$ cat src/rtl/mem_arb_pkg.sv
// Shared types and constants for the two-port memory arbiter.
// No ports; imported by rr_arbiter2 and mem_arbiter.
package mem_arb_pkg;

  typedef enum logic [1:0] {
    IDLE  = 2'd0,
    ISSUE = 2'd1,
    WAIT  = 2'd2,
    RESP  = 2'd3
  } arb_state_t;

  typedef logic port_id_t;

  localparam port_id_t PORT_ICACHE = 1'b0;
  localparam port_id_t PORT_DCACHE = 1'b1;

endpackage

$ cat src/rtl/rr_arbiter2.sv
// Two-way round-robin grant, purely combinational.
// Ports:
//   i_req          request vector {port1, port0}
//   i_last_grant   port granted most recently
//   o_grant_valid  at least one request is pending
//   o_grant_id     winning port; only meaningful with o_grant_valid
module rr_arbiter2
  import mem_arb_pkg::*;
(
  input  logic [1:0] i_req,
  input  port_id_t   i_last_grant,
  output logic       o_grant_valid,
  output port_id_t   o_grant_id
);

  always_comb begin
    o_grant_valid = |i_req;
    o_grant_id    = PORT_ICACHE;
    unique case (i_req)
      2'b01:   o_grant_id = PORT_ICACHE;
      2'b10:   o_grant_id = PORT_DCACHE;
      // Tie: hand the grant to the port that did not win last time.
      2'b11:   o_grant_id = ~i_last_grant;
      default: o_grant_id = PORT_ICACHE;
    endcase
  end

endmodule

$ cat src/rtl/mem_arbiter.sv
// Shares one single-ported, variable-latency memory between the I-cache refill
// port (port 0) and the D-cache refill/writeback port (port 1). Requests are
// serialised round-robin, issued to memory, and completed with a one-cycle ack.
// A WAIT-state timeout aborts transactions the memory never acknowledges.
// Ports:
//   clk, rst                 clock (rising edge), async active-high reset
//   pN_req/we/addr/wdata     requester N command; held until pN_ack
//   pN_ack/err/rdata         one-cycle completion, timeout flag, read data
//   mem_addr/we/wdata        memory command; mem_addr is 0 when idle
//   mem_rdata, mem_ack       memory response
//   busy                     arbiter is not IDLE
// TIMEOUT must be at least 4.
module mem_arbiter
  import mem_arb_pkg::*;
#(
  parameter int unsigned ADDR_W  = 32,
  parameter int unsigned DATA_W  = 32,
  parameter int unsigned TIMEOUT = 16
) (
  input  logic              clk,
  input  logic              rst,
  input  logic              p0_req,
  input  logic              p0_we,
  input  logic [ADDR_W-1:0] p0_addr,
  input  logic [DATA_W-1:0] p0_wdata,
  output logic              p0_ack,
  output logic              p0_err,
  output logic [DATA_W-1:0] p0_rdata,
  input  logic              p1_req,
  input  logic              p1_we,
  input  logic [ADDR_W-1:0] p1_addr,
  input  logic [DATA_W-1:0] p1_wdata,
  output logic              p1_ack,
  output logic              p1_err,
  output logic [DATA_W-1:0] p1_rdata,
  output logic [ADDR_W-1:0] mem_addr,
  output logic              mem_we,
  output logic [DATA_W-1:0] mem_wdata,
  input  logic [DATA_W-1:0] mem_rdata,
  input  logic              mem_ack,
  output logic              busy
);

  localparam int unsigned CNT_W = $clog2(TIMEOUT + 1);

  arb_state_t        r_state, w_state_nxt;
  port_id_t          r_last_grant, w_last_grant_nxt;
  port_id_t          r_gnt_id, w_gnt_id_nxt;
  logic              r_we, w_we_nxt;
  logic [ADDR_W-1:0] r_addr, w_addr_nxt;
  logic [DATA_W-1:0] r_wdata, w_wdata_nxt;
  logic [CNT_W-1:0]  r_cnt, w_cnt_nxt;
  logic              r_err, w_err_nxt;
  logic [DATA_W-1:0] r_rdata, w_rdata_nxt;

  logic     w_grant_valid;
  port_id_t w_grant_id;
  logic     w_timeout;
  logic     w_resp;

  rr_arbiter2 u_rr (
    .i_req         ({p1_req, p0_req}),
    .i_last_grant  (r_last_grant),
    .o_grant_valid (w_grant_valid),
    .o_grant_id    (w_grant_id)
  );

  // This WAIT cycle is the TIMEOUT-th one.
  assign w_timeout = (r_cnt == CNT_W'(TIMEOUT - 1));

  always_comb begin
    w_state_nxt      = r_state;
    w_last_grant_nxt = r_last_grant;
    w_gnt_id_nxt     = r_gnt_id;
    w_we_nxt         = r_we;
    w_addr_nxt       = r_addr;
    w_wdata_nxt      = r_wdata;
    w_cnt_nxt        = r_cnt;
    w_err_nxt        = r_err;
    w_rdata_nxt      = r_rdata;
    unique case (r_state)
      IDLE: begin
        if (w_grant_valid) begin
          w_gnt_id_nxt     = w_grant_id;
          w_last_grant_nxt = w_grant_id;
          if (w_grant_id == PORT_DCACHE) begin
            w_we_nxt    = p1_we;
            w_addr_nxt  = p1_addr;
            w_wdata_nxt = p1_wdata;
          end else begin
            w_we_nxt    = p0_we;
            w_addr_nxt  = p0_addr;
            w_wdata_nxt = p0_wdata;
          end
          w_state_nxt = ISSUE;
        end
      end
      ISSUE: begin
        w_cnt_nxt   = '0;
        w_state_nxt = WAIT;
      end
      WAIT: begin
        w_cnt_nxt = r_cnt + 1'b1;
        // A memory ack wins over a timeout landing in the same cycle.
        if (mem_ack) begin
          w_rdata_nxt = mem_rdata;
          w_err_nxt   = 1'b0;
          w_state_nxt = RESP;
        end else if (w_timeout) begin
          w_rdata_nxt = '0;
          w_err_nxt   = 1'b1;
          w_state_nxt = RESP;
        end
      end
      RESP: begin
        w_state_nxt = IDLE;
      end
      default: begin
        w_state_nxt = IDLE;
      end
    endcase
  end

  always_ff @(posedge clk or posedge rst) begin
    if (rst) begin
      r_state      <= IDLE;
      r_last_grant <= PORT_DCACHE;
      r_gnt_id     <= PORT_ICACHE;
      r_we         <= 1'b0;
      r_addr       <= '0;
      r_wdata      <= '0;
      r_cnt        <= '0;
      r_err        <= 1'b0;
      r_rdata      <= '0;
    end else begin
      r_state      <= w_state_nxt;
      r_last_grant <= w_last_grant_nxt;
      r_gnt_id     <= w_gnt_id_nxt;
      r_we         <= w_we_nxt;
      r_addr       <= w_addr_nxt;
      r_wdata      <= w_wdata_nxt;
      r_cnt        <= w_cnt_nxt;
      r_err        <= w_err_nxt;
      r_rdata      <= w_rdata_nxt;
    end
  end

  // The address drops to 0 in the very cycle WAIT ends so the memory sees an
  // address-0 gap before any later read and never restarts on its own.
  always_comb begin
    mem_addr = '0;
    if (r_state == ISSUE) begin
      mem_addr = r_addr;
    end else if (r_state == WAIT && !mem_ack && !w_timeout) begin
      mem_addr = r_addr;
    end
  end

  assign mem_we    = (r_state == ISSUE) & r_we;
  assign mem_wdata = (r_state == ISSUE) ? r_wdata : '0;
  assign busy      = (r_state != IDLE);

  assign w_resp   = (r_state == RESP);
  assign p0_ack   = w_resp & (r_gnt_id == PORT_ICACHE);
  assign p1_ack   = w_resp & (r_gnt_id == PORT_DCACHE);
  assign p0_err   = p0_ack & r_err;
  assign p1_err   = p1_ack & r_err;
  assign p0_rdata = p0_ack ? r_rdata : '0;
  assign p1_rdata = p1_ack ? r_rdata : '0;

endmodule

$ cat config.mk
export PLATFORM = sky130hd
export DESIGN_NAME = mem_arbiter
export DESIGN_NICKNAME = d
export VERILOG_FILES = /design/src/rtl/mem_arb_pkg.sv /design/src/rtl/rr_arbiter2.sv /design/src/rtl/mem_arbiter.sv
export SDC_FILE = /design/constraint.sdc
export NUM_CORES = 1
export LEC_CHECK = 0
export CAP_MARGIN = 25
export CORE_ASPECT_RATIO = 1.25
export CORE_MARGIN = 2
export CORE_UTILIZATION = 30
export DETAILED_ROUTE_END_ITERATION = 8
export HOLD_SLACK_MARGIN = 0.03
export PLACE_DENSITY_LB_ADDON = 0.05
export SLEW_MARGIN = 20
export SYNTH_ARGS = -nofsm -noshare
export SYNTH_HDL_FRONTEND = slang
export SYNTH_SLANG_ARGS = --single-unit
$ cat constraint.sdc
create_clock -name clk -period 8.5 [get_ports clk]
set_input_delay 2.55 -clock clk [delete_from_list [all_inputs] [get_ports clk]]
set_output_delay 2.55 -clock clk [all_outputs]
set_load 0.02 [all_outputs]
==> flow_metrics.py <==
metrics = {
    "worst_setup_path": {
        "crit_arrival_ns": 4.43,
        "crit_type": "input port to primary output",
        "cp-end-kind": "primary output",
        "startpoint": "mem_ack",
        "path_max_fanout": 31,
        "required_ns": 5.95,
        "rr_startpoint": "r_state[0]",
        "startpoint_type": "input port",
    },
    "worst_hold_path": {
        "min_path_type": "register to register",
        "holdCritStartpoint": "r_wdata[18]",
    },
    "sta": {
        "period_share_pct": 82.10,
        "hold_viol": 0,
        "worst_slew_pin_slew_ns": 0.9525,
        "setup_tns_ns": 0,
        "rsz0062_at_grt": "false",
        "max_slew_margin_pct": 36.50,
        "finalMaxSlewViolations": 0,
        "fmax_mhz": 143.3,
        "setup_viol": 0,
        "period_minus_slack_ns": 6.979,
        "clock_skew_ns": 0.01127,
    },
    "final_layout": {
        "synthToLayoutAreaGrowth_pct": 58.95,
        "final_nets": 1068,
        "drive_above_1_share_pct": 10.56,
        "postLayoutCellArea_um2": 9173,
    },
    "clocking": {
        "holdBufCountCts": 0,
        "cts_setup_buffers": 0,
        "cts_tree": "built",
        "postCtsResizedCells": 0,
        "cts_buffers": 9,
        "max-clock-path-buffers": 2,
        "insertion_delay_ns": 0.35,
        "cts-root-buf": "clkbuf_16",
        "path_clk_slew_ns": 0.08,
        "ctsHtreeMaxLevel": 3,
        "cts.sinks": 107,
    },
    "synthesis": {
        "async_reset_ff_share_pct": 100.0,
        "synth_top_area_cell": "dfrtp_1",
        "synthDistinctLibCells": 35,
        "synth.cell_area_um2": 5771,
        "synth_top_area_share_pct": 45.97,
        "synth_cells": 627,
        "synth.avg_cell_area_um2": 9.203,
        "yosysMostFrequentCell": "dfrtp_1",
        "synth_flop_cell": "dfrtp_1",
        "synth_warnings": 0,
        "synth_fp_nets": 800,
        "synth-edff-count": 0,
        "synthTopCellsByCount": "dfrtp_1, a21oi_1, and2_1",
        "ys_seq_elements": 107,
        "synthTopCellsByArea": "dfrtp_1, a21oi_2, and2_1",
        "ys_seq_area_share_pct": 46.42,
    },
    "placement": {
        "io_buffers": 300,
        "gp_congestion": 0.8130,
        "dpl_cell_area_um2": 8864,
        "dp_hpwl_um": 14000,
    },
    "drt": {
        "ant_nets": 0,
        "routedWlPerCell_um": 17.19,
        "dr.pass1.iters": 4,
        "drt_iter0_drc": 193,
        "drcViolationCount": 0,
        "vias": 5553,
        "wirelength_um": 19480,
        "avgViaCountPerCell": 4.901,
    },
    "global_route": {
        "grt_max_degree": 55,
        "grt_usage_pct": 18.99,
        "grt_pass1_wl_um": 30570,
        "antenna_found_initial": 2,
        "grt_pass1_vias": 5595,
        "grt_remaining_overflow": 0,
    },
    "power_and_ir_drop": {
        "switching_share_pct": 41.80,
        "p_int_w": 0.001773,
        "p_sw_w": 0.001274,
        "pwr-share-clk_pct": 14.4,
        "seq_power_share_pct": 30.3,
        "ir_drop_uv": 163.6,
        "powerDensity_nw_per_um2": 332.2,
        "leakage_nw": 3.874,
        "power_frac_comb_pct": 55.3,
    },
    "die": {
        "coreArea_um2": 18850,
        "dieArea_um2": 20370,
        "start_util_pct": 30.62,
        "die_y_um": 159.1,
        "die_x_um": 128.1,
        "rows": 56,
        "num_io_pins": 301,
    },
    "job": {
        "max_cap_viol_count": 0,
    },
    "run_status": {
        "status": "finished, final reports clean",
    },
}
[registers in the layout, summed over array words and instances (netlist names)]
signal	flops
r_wdata	32
r_we	1
r_addr	32
r_err	1
r_state	2
r_last_grant	1
r_gnt_id	1
r_cnt	5
r_rdata	32
[final timing paths]
check | endpoint | slack, ns | cells after the start
worst max-delay path | mem_addr[22] | 1.52 | 6
worst min-delay path | r_wdata[18] | 0.51 | 2
worst max register to register | r_wdata[2] | 6.13 | 6
worst min register to register | r_wdata[18] | 0.51 | 2
max in group asynchronous | r_rdata[13] | 4.64 | 3
min in group asynchronous | r_err | 2.65 | 2
[layer usage]
metal | routed length, µm | GRT usage [%] | vias to the layer above
met2 | 9536 | 33.11 | 235
met4 | 615 | 7.892 | 2
met5 | 13 | 0 | -
met1 | 7932 | 22.00 | 2635
li1 | - | - | 2644
met3 | 1376 | 4.805 | 37
[critical path: stages]
cell and delay [ns]:
clkdlybuf4s50_1 0.51, nor2_1 0.09, a21oi_2 0.18, buf_4 0.32
and2b_1 0.23, clkdlybuf4s50_1 0.53
[power groups by stage]
stage                     Combinational [W]  Clock (W)  Sequential (W)
after global placement              0.00167          0        0.000920
after floorplan                     0.00108          0        0.000856
after detailed placement            0.00170          0        0.000931
after global routing                0.00184   0.000475        0.000954
after CTS                           0.00171   0.000453        0.000923
final                               0.00168   0.000439        0.000923
[logic make-up (layout without fill, tap and decap cells)]
family,count (synthesis),in the layout,share of synthesized area (%)
AND/OR/NAND/NOR,274,274,24.26
buffers and inverters,59,332,5.507
flip-flops,107,107,46.42
adder cells (fa/ha/maj),6,6,1.301
other,0,1,0
multiplexers,2,2,0.3686
AO/OA/AOI/OAI,179,179,22.14
[layout make-up]
type                       instances  area (µm²)
sequential                       107        2679
inverter                           8       32.53
tap                              232       290.3
antenna                            1       2.502
timing repair buffer             308        3063
fill                            1807        9676
clock inverter                     7       81.33
multi-input combinational        461        2799
clock buffer                       9       225.2
[metrics by stage]
stage	total power (W)	hold slack (ns)	util (%)	setup slack, ns	cells
global route	0.003264	0.5265	48.65	1.421	1132
CTS	0.003087	0.5132	48.65	1.470	1132
finish	0.003047	0.5101	48.67	1.521	1133
detailed placement	0.002634	0.4952	47.03	1.488	1116
global placement	0.002589	0.4891	47.02	1.533	1116
floorplan	0.001936	0.4776	-	2.579	627
[cell usage in the layout, fill, tap and decap left out, drive strengths merged, types with 12 or more instances in the layout]
cell type      Yosys  routed
a21oi            133     133
a22o              32      32
and2              68      68
and2b             19      19
and3              34      34
clkdlybuf4s50      0     300
dfrtp            106     106
inv                8      12
nand2             67      67
nor2              67      67
nor2b             14      14
No activity file was read; power rests on OpenSTA's default activity.
